File: src/rtl/adder_sched_pkg.sv
// Shared types and default constants for the adder scheduler slice.
package adder_sched_pkg;

    localparam int ADDER_WIDTH = 16;
    localparam int ADDER_LAT   = 4;
    // Wide enough to name any of up to 8 requesters.
    localparam int ID_W        = 3;

    typedef struct packed {
        logic            valid;
        logic [ID_W-1:0] id;
    } tag_t;

    typedef struct packed {
        logic [ID_W-1:0]        id;
        logic [ADDER_WIDTH-1:0] sum;
        logic                   cout;
    } resp_t;

endpackage

File: src/rtl/adder_resp_fifo.sv
// Synchronous response FIFO. Storage is cleared on reset so the head reads zero.
module adder_resp_fifo
    import adder_sched_pkg::*;
#(
    parameter  int DEPTH = 8,
    localparam int CW    = $clog2(DEPTH + 1)
) (
    input  logic          clk,
    input  logic          rst_n,
    input  logic          push,
    input  resp_t         wdata,
    input  logic          pop,
    output resp_t         rdata,
    output logic          full,
    output logic          empty,
    output logic [CW-1:0] count
);

    localparam int PW = (DEPTH > 1) ? $clog2(DEPTH) : 1;

    resp_t         mem [DEPTH];
    logic [PW-1:0] wr_ptr;
    logic [PW-1:0] rd_ptr;
    logic          do_push;
    logic          do_pop;

    function automatic logic [PW-1:0] bump(input logic [PW-1:0] p);
        return (p == PW'(DEPTH - 1)) ? '0 : p + PW'(1);
    endfunction

    assign empty   = (count == '0);
    assign full    = (count == CW'(DEPTH));
    assign do_pop  = pop && !empty;
    // A pop in the same cycle frees the slot, so push+pop works even when full.
    assign do_push = push && (!full || do_pop);
    assign rdata   = mem[rd_ptr];

    // Pointer, occupancy and storage update.
    always_ff @(posedge clk) begin
        if (!rst_n) begin
            wr_ptr <= '0;
            rd_ptr <= '0;
            count  <= '0;
            for (int i = 0; i < DEPTH; i++) mem[i] <= '0;
        end else begin
            if (do_push) begin
                mem[wr_ptr] <= wdata;
                wr_ptr      <= bump(wr_ptr);
            end
            if (do_pop) rd_ptr <= bump(rd_ptr);
            case ({do_push, do_pop})
                2'b10:   count <= count + CW'(1);
                2'b01:   count <= count - CW'(1);
                default: ;
            endcase
        end
    end

    // A push that finds no room would lose a result.
    always_ff @(posedge clk) begin
        if (rst_n) assert (!(push && full && !pop));
    end

endmodule

File: src/rtl/adder_sched.sv
// Round-robin scheduler sharing one pipelined adder among NREQ requesters.
//
// Handshakes: a request transfers on the rising edge where req_valid[i] and
// req_ready[i] are both high; a response transfers on the edge where
// resp_valid and resp_ready are both high. Ready never depends on the same
// cycle's pop, and valid is never withdrawn by the scheduler once raised.
module adder_sched
    import adder_sched_pkg::*;
#(
    parameter  int WIDTH      = ADDER_WIDTH,
    parameter  int NREQ       = 4,
    parameter  int ADD_LAT    = ADDER_LAT,
    parameter  int FIFO_DEPTH = 8,
    localparam int IDW        = $clog2(NREQ)
) (
    input  logic                  clk,
    input  logic                  rst_n,
    input  logic [NREQ-1:0]       req_valid,
    input  logic [NREQ*WIDTH-1:0] req_a,
    input  logic [NREQ*WIDTH-1:0] req_b,
    input  logic [NREQ-1:0]       req_cin,
    output logic [NREQ-1:0]       req_ready,
    output logic [WIDTH-1:0]      add_a,
    output logic [WIDTH-1:0]      add_b,
    output logic                  add_cin,
    input  logic [WIDTH-1:0]      add_s,
    input  logic                  add_cout,
    output logic                  resp_valid,
    input  logic                  resp_ready,
    output logic [IDW-1:0]        resp_id,
    output logic [WIDTH-1:0]      resp_sum,
    output logic                  resp_cout
);

    localparam int UW = $clog2(FIFO_DEPTH + 1);

    logic [IDW-1:0] rr;
    logic [IDW-1:0] gnt_id;
    logic           found;
    logic           issue;
    logic [UW-1:0]  used;
    tag_t           tag_q [ADD_LAT];
    logic           push;
    logic           pop;
    resp_t          push_data;
    resp_t          head;
    logic           fifo_full;
    logic           fifo_empty;
    logic [UW-1:0]  fifo_count;
    int             idx;

    // Search from rr for the first valid requester; gate by credit and reset.
    always_comb begin
        found  = 1'b0;
        gnt_id = '0;
        idx    = 0;
        for (int i = 0; i < NREQ; i++) begin
            idx = int'(rr) + i;
            if (idx >= NREQ) idx = idx - NREQ;
            if (!found && req_valid[idx]) begin
                found  = 1'b1;
                gnt_id = IDW'(idx);
            end
        end
        issue     = rst_n && found && (used < UW'(FIFO_DEPTH));
        req_ready = issue ? (NREQ'(1) << gnt_id) : '0;
        add_a     = issue ? req_a[int'(gnt_id)*WIDTH +: WIDTH] : '0;
        add_b     = issue ? req_b[int'(gnt_id)*WIDTH +: WIDTH] : '0;
        add_cin   = issue ? req_cin[gnt_id] : 1'b0;
    end

    // Pointer moves just past the winner; holds when nothing is granted.
    always_ff @(posedge clk) begin
        if (!rst_n) rr <= '0;
        else if (issue) rr <= (gnt_id == IDW'(NREQ - 1)) ? '0 : gnt_id + IDW'(1);
    end

    // Tag pipeline tracks the adder: last stage lines up with add_s/add_cout.
    always_ff @(posedge clk) begin
        if (!rst_n) begin
            for (int i = 0; i < ADD_LAT; i++) tag_q[i] <= '0;
        end else begin
            tag_q[0] <= '{valid: issue, id: ID_W'(gnt_id)};
            for (int i = 1; i < ADD_LAT; i++) tag_q[i] <= tag_q[i-1];
        end
    end

    assign push      = tag_q[ADD_LAT-1].valid;
    assign push_data = '{id: tag_q[ADD_LAT-1].id, sum: add_s, cout: add_cout};
    assign pop       = resp_valid && resp_ready;

    // Credits cover every op in flight plus every entry waiting in the FIFO.
    always_ff @(posedge clk) begin
        if (!rst_n) used <= '0;
        else begin
            case ({issue, pop})
                2'b10:   used <= used + UW'(1);
                2'b01:   used <= used - UW'(1);
                default: ;
            endcase
        end
    end

    adder_resp_fifo #(.DEPTH(FIFO_DEPTH)) u_fifo (
        .clk   (clk),
        .rst_n (rst_n),
        .push  (push),
        .wdata (push_data),
        .pop   (pop),
        .rdata (head),
        .full  (fifo_full),
        .empty (fifo_empty),
        .count (fifo_count)
    );

    assign resp_valid = !fifo_empty;
    assign resp_id    = head.id[IDW-1:0];
    assign resp_sum   = head.sum;
    assign resp_cout  = head.cout;

    // Credit bookkeeping invariants: FIFO never holds more than the credits taken.
    always_ff @(posedge clk) begin
        if (rst_n) begin
            assert (fifo_count <= used);
            assert (!fifo_full || used == UW'(FIFO_DEPTH));
            assert (fifo_empty || int'(head.id) < NREQ);
        end
    end

endmodule

File: config.mk
export PLATFORM = sky130hd
export DESIGN_NAME = adder_sched
export DESIGN_NICKNAME = d
export VERILOG_FILES = /design/src/rtl/adder_sched_pkg.sv /design/src/rtl/adder_resp_fifo.sv /design/src/rtl/adder_sched.sv
export SDC_FILE = /design/constraint.sdc
export NUM_CORES = 1
export LEC_CHECK = 0
export CAP_MARGIN = 20
export CORE_MARGIN = 4
export CORE_UTILIZATION = 50
export DETAILED_ROUTE_END_ITERATION = 8
export GPL_TIMING_DRIVEN = 0
export HOLD_SLACK_MARGIN = 0.03
export PLACE_DENSITY = 0.82
export SYNTH_ARGS = -nofsm -noshare
export SYNTH_HDL_FRONTEND = slang
export SYNTH_HIERARCHICAL = 1
export SYNTH_SLANG_ARGS = --single-unit
File: constraint.sdc
create_clock -name clk -period 4.7 [get_ports clk]
set_input_delay 0.705 -clock clk [delete_from_list [all_inputs] [get_ports clk]]
set_output_delay 0.705 -clock clk [all_outputs]
set_load 0.1 [all_outputs]
# Word-level counts from Yosys, hierarchy flattened
# Memory sizes are Yosys's and may differ from the RTL's. A register that Yosys moved wholly into a read port is not among the register bits.
# Cells that the tools add are included.
totals:
  register_bits: 16
  mem_bits_rw: 176
  in_bits: 156
  out_inout_bits: 57
  word_cells: 113
  memories: 2
classes:
  n_addsub: 14
  magnitude_cmp: 10
  n_eq_ne: 8
  shifts: 3
  mux: 49
  n_bitwise: 4
  n_reduce_logical: 18
memory_table:
  columns: ["memory", "depth", "word_bits", "rd", "rd_clocked_by_memory_dff", "write_ports", "line_no", "text"]
  rows:
  - ["u_fifo.mem", 8, 20, 1, 1, 8, "adder_resp_fifo.sv:21", "resp_t mem [DEPTH];"]
  - ["tag_q", 4, 4, 4, 0, 4, "adder_sched.sv:42", "tag_t tag_q [ADD_LAT];"]
ops:
  columns: ["op", "count"]
  rows:
  - ["32-bit by 4-bit < comparator with 1-bit output, second input constant", 4]
  - ["32-bit 2-to-1 mux", 4]
  - ["64-bit by 7-bit indexed part select with 16-bit output", 2]
  - ["16-bit 2-to-1 mux", 2]
  - ["1-bit 2-to-1 mux", 20]
  - ["20-bit 2-to-1 mux", 1]
  - ["4-bit 2-to-1 mux", 5]
  - ["20-bit OR reduction", 1]
  - ["4-bit one-hot mux with 2 select lines", 2]
  - ["3-bit 2-to-1 mux", 5]
  - ["3-bit by 3-bit subtractor with 4-bit output, second input constant", 3]
  - ["1-bit binary-select mux with 2-bit select", 5]
  - ["2-bit 2-to-1 mux", 5]
  - ["3-bit >= comparator, second input constant", 3]
  - ["4-bit by 1-bit adder with 4-bit output, second input constant", 2]
  - ["1-bit logical AND", 8]
  - ["4-bit by 1-bit subtractor with 4-bit output, second input constant", 2]
  - ["2-bit by 2-bit adder with 3-bit output, second input constant", 2]
  - ["3-bit by 1-bit adder with 3-bit output, second input constant", 2]
  - ["2-bit equality test, second input constant", 3]
  - ["3-bit equality test, second input constant", 2]
  - ["1-bit logical NOT", 5]
  - ["2-bit by 1-bit equality test with 1-bit output, second input constant", 2]
  - ["4-bit equality test, second input constant", 1]
  - ["other kinds (11)", 15]

# Logic depth before layout (Yosys ltp)
depth:
  word_depth: 19
  ltp_mapped: 12
  mapped_depth_nobuf: 11

# By module
# Netlist, hierarchy kept.
by_module_without_submodules:
  columns: ["module", "instances", "cells_each", "area_per_inst_um2", "seq_area_each_um2"]
  rows:
  - ["adder_resp_fifo", 1, 550, 7729.9, 5064.9]
  - ["adder_sched", 1, 202, 1820.5, 360.3]

# Least setup slack after synthesis
# Ideal clock, no wire load.
synth_timing:
  kind: "in2reg"
  start: "input port resp_ready"
  end: "memory u_fifo/mem[0][0] (netlist name), enable pin"
  arrival_time_ns: 3.545
  required_ns: 4.246
  slack_ns: 0.701
  stages: 4
  n_path_buf: 0
  path_cell_list: "nor2b_1 > nand2b_1 > o21ai_4 > o41ai_1"
synth_rtl:
  columns: ["element", "line_no", "text"]
  rows:
  - ["start: declaration", "adder_sched.sv:29", "input logic resp_ready,"]
  - ["end: declaration", "adder_resp_fifo.sv:21", null]

# Worst setup path in the final report
layout_timing:
  start: "input port req_valid[2]"
  end: "output port add_b[3]"
layout_rtl:
  columns: ["element", "line_no", "text"]
  rows:
  - ["start: declaration", "adder_sched.sv:18", "input logic [NREQ-1:0] req_valid,"]
  - ["1-bit binary-select mux with 2-bit select", "adder_sched.sv:60", "if (!found && req_valid[idx]) begin"]
  - ["1-bit 2-to-1 mux (implied by the code) (2 in series)", "adder_sched.sv:60", null]
  - ["1-bit 2-to-1 mux", "adder_sched.sv:60", null]
  - ["1-bit logical NOT", "adder_sched.sv:60", null]
  - ["1-bit logical AND", "adder_sched.sv:60", null]
  - ["1-bit 2-to-1 mux", "adder_sched.sv:60", null]
  - ["1-bit logical NOT", "adder_sched.sv:60", null]
  - ["1-bit logical AND", "adder_sched.sv:60", null]
  - ["1-bit 2-to-1 mux", "adder_sched.sv:60", null]
  - ["1-bit logical NOT", "adder_sched.sv:60", null]
  - ["1-bit logical AND", "adder_sched.sv:60", null]
  - ["2-bit 2-to-1 mux (*)", "adder_sched.sv:60", null]
  - ["via gnt_id[0]", "adder_sched.sv:38", "logic [IDW-1:0] gnt_id;"]
  - ["64-bit by 7-bit indexed part select with 16-bit output (*)", "adder_sched.sv:68", "add_b = issue ? req_b[int'(gnt_id)*WIDTH +: WIDTH] : '0;"]
  - ["16-bit 2-to-1 mux (*)", "adder_sched.sv:68", null]
  - ["end: declaration", "adder_sched.sv:24", "output logic [WIDTH-1:0] add_b,"]
# The timed path passes the listed nets; every way through them passes the cells marked *. The select of a mux whose other input is x is not followed.

==> impl_metrics.json <==
{
  "vdd_drop_max_v": 0.000241,
  "cts_setup_buffers": 0,
  "htreeDepth": 4,
  "dpl.hpwl_mm": 19.4,
  "grt_max_degree": 19,
  "placed_area_um2": 11900,
  "critPathKind": "input pin to primary output",
  "num_vias": 7214,
  "totalPowerFinal_mw": 4.20,
  "cp.arrival_ns": 3.68,
  "critPathMostFrequentCell": "clkdlybuf4s50_1",
  "initial_core_util_pct": 51.1,
  "final_cell_mix": "clkdlybuf4s50_1 (212), edfxtp_1 (152), nor2_1 (150), mux2i_1 (68), nand2_1 (54)",
  "seqPwrFrac_pct": 43.6,
  "cp_max_fo": 10,
  "synthCells": 729,
  "clk_pin_slew_ns": 0.07,
  "syn_area_um2": 9210,
  "multi_input_area_um2": 3730,
  "diodes": 0,
  "cts_resized": 0,
  "worstPathCellList": "clkdlybuf4s50_1, nor2b_1, nor2_1, o221a_2, inv_1, nand2_1, buf_2, o22ai_1, clkdlybuf4s50_1",
  "seq_area_um2": 5180,
  "tritoncts": "built",
  "clock_path_buffers": 2,
  "drt-initial-drc-count": 677,
  "cts.sinks": 183,
  "cts.hold.buffers_added": 0,
  "slew_headroom_pct": 31.0,
  "rsz0062_at_grt": "no",
  "clock.fmax_mhz": 228,
  "avgViaCountPerCell": 5.96,
  "p_comb_share_pct": 24.2,
  "num_rows": 49,
  "start_kind": "input pin",
  "synth_fp_nets": 899,
  "finalHoldViolations": 0,
  "nets": 1140,
  "drive_above_1_share_pct": 15.6,
  "drv_slew": 0,
  "min_path_cells": 1,
  "power.switching_mw": 1.34,
  "syn_to_final_growth_pct": 34.9,
  "die_y_um": 144,
  "cp_data_required_time_ns": 3.99,
  "fillCellCount": 1210,
  "fin_crit_sh_pct": 93.3,
  "outcome": "complete, no violations",
  "clkPwrFrac_pct": 32.2,
  "r2r_cells": 9,
  "p_leak_nw": 4.43,
  "first_global_vias": 7415,
  "grt_pass1_wl_mm": 41.4,
  "grt_antenna_before_repair": 0,
  "first_pass_iters": 7,
  "cap_violations": 0,
  "grt_util_all_layers_pct": 27.0,
  "p_int_mw": 2.86,
  "drc": 0,
  "powerDensity_nw_per_um2": 338,
  "endpoint_kind": "primary output",
  "root_buffer": "clkbuf_16",
  "fin_skew_ns": 0.00985,
  "cpPeakStageDelay_ns": 1.19,
  "grt_remaining_overflow": 0,
  "ys_warn_count": 6,
  "wl_per_cell_um": 22.6,
  "slowest_stage": "clkdlybuf4s50_1",
  "setup_viol": 0,
  "drtAntennaViolNets": 0,
  "switching_share_pct": 31.8,
  "final_cell_area_um2": 12400,
  "hp-class": "flip-flop to flip-flop",
  "drt_wl_total_mm": 27.4,
  "gp_congestion": 0.855,
  "fin_crit_ns": 4.39,
  "core_um2": 18000,
  "clock_latency_ns": 0.43,
  "io_pins": 213,
  "dieArea_um2": 20600,
  "worst_pin_slew_ns": 1.03,
  "die_width_um": 144,
  "final_common_cell": "clkdlybuf4s50_1",
  "synth_area_per_cell_um2": 12.6,
  "port_buffers": 212,
  "cts_buffers": 17
}
[power groups by stage]
| stage | Sequential, mW | Combinational [mW] | Clock (mW) |
|---|---|---|---|
| final | 1.83 | 1.02 | 1.35 |
| after CTS | 1.83 | 1.02 | 1.36 |
| after global routing | 1.83 | 1.06 | 1.43 |
| after detailed placement | 1.86 | 1.01 | 0 |
| after floorplan | 1.86 | 0.667 | 0 |
| after global placement | 1.86 | 0.986 | 0 |
[registers in the layout, indices dropped and copies added, names as in the netlist, named ones only]
| register | count |
|---|---|
| u_fifo/rd_ptr | 3 |
| u_fifo/count | 4 |
| rr | 2 |
| u_fifo/wr_ptr | 3 |
| tag_q | 12 |
| used | 4 |
| u_fifo/mem | 152 |
[final timing paths]
check | startpoint | to | slack (ns)
worst max-delay path | req_valid[2] | add_b[3] | 0.31
worst min-delay path | tag_q[0][1]$_SDFF_PN0_ | tag_q[1][1]$_SDFF_PN0_ | 0.43
worst max register to register | u_fifo/count[0]$_SDFFE_PN0P_ | u_fifo/mem[2][4]$_SDFFCE_PN0P_ | 1.54
worst min register to register | tag_q[0][1]$_SDFF_PN0_ | tag_q[1][1]$_SDFF_PN0_ | 0.43
[metrics by stage]
step           util [%]  instances  TNS, ns  hold slack, ns  worst slack [ns]
6_report           68.9       1211        0           0.433             0.314
5_1_grt            68.9       1211        0           0.444             0.132
4_1_cts            68.9       1211        0           0.436             0.317
3_5_place_dp       65.8       1180        0           0.420             0.314
3_3_place_gp       64.4       1170  -119.94           0.415             -1.69
2_1_floorplan         -        729        0           0.412             0.805
[worst max-delay path: cells and delay by family]
family	cells	cell delay (ns)
AOI/OAI and AO/OA	2	0.53
buffers and inverters	4	2.04
and+or+nand+nor	3	0.40
[metal layers]
metal  vias to the layer above  share of wire, %  routed length (um)  global-route usage (%)
met4                         0               3.6                 991                    9.02
li1                       3159                 -                   -                       -
met1                      3451                33                9160                    31.2
met2                       526                52               14100                    48.4
met5                         -                 0                   0                       0
met3                        78                11                3130                    7.62
[layout make-up]
type | instances | share of cell area (%)
Sequential cell | 183 | 41.7
Inverter | 10 | 0.302
Timing Repair Buffer | 222 | 18.4
Clock buffer | 17 | 3.43
Buffer | 53 | 2.66
Tap cell | 229 | 2.31
Multi-Input combinational cell | 483 | 30.0
Clock inverter | 14 | 1.10
(Power assumes the default switching activity.)
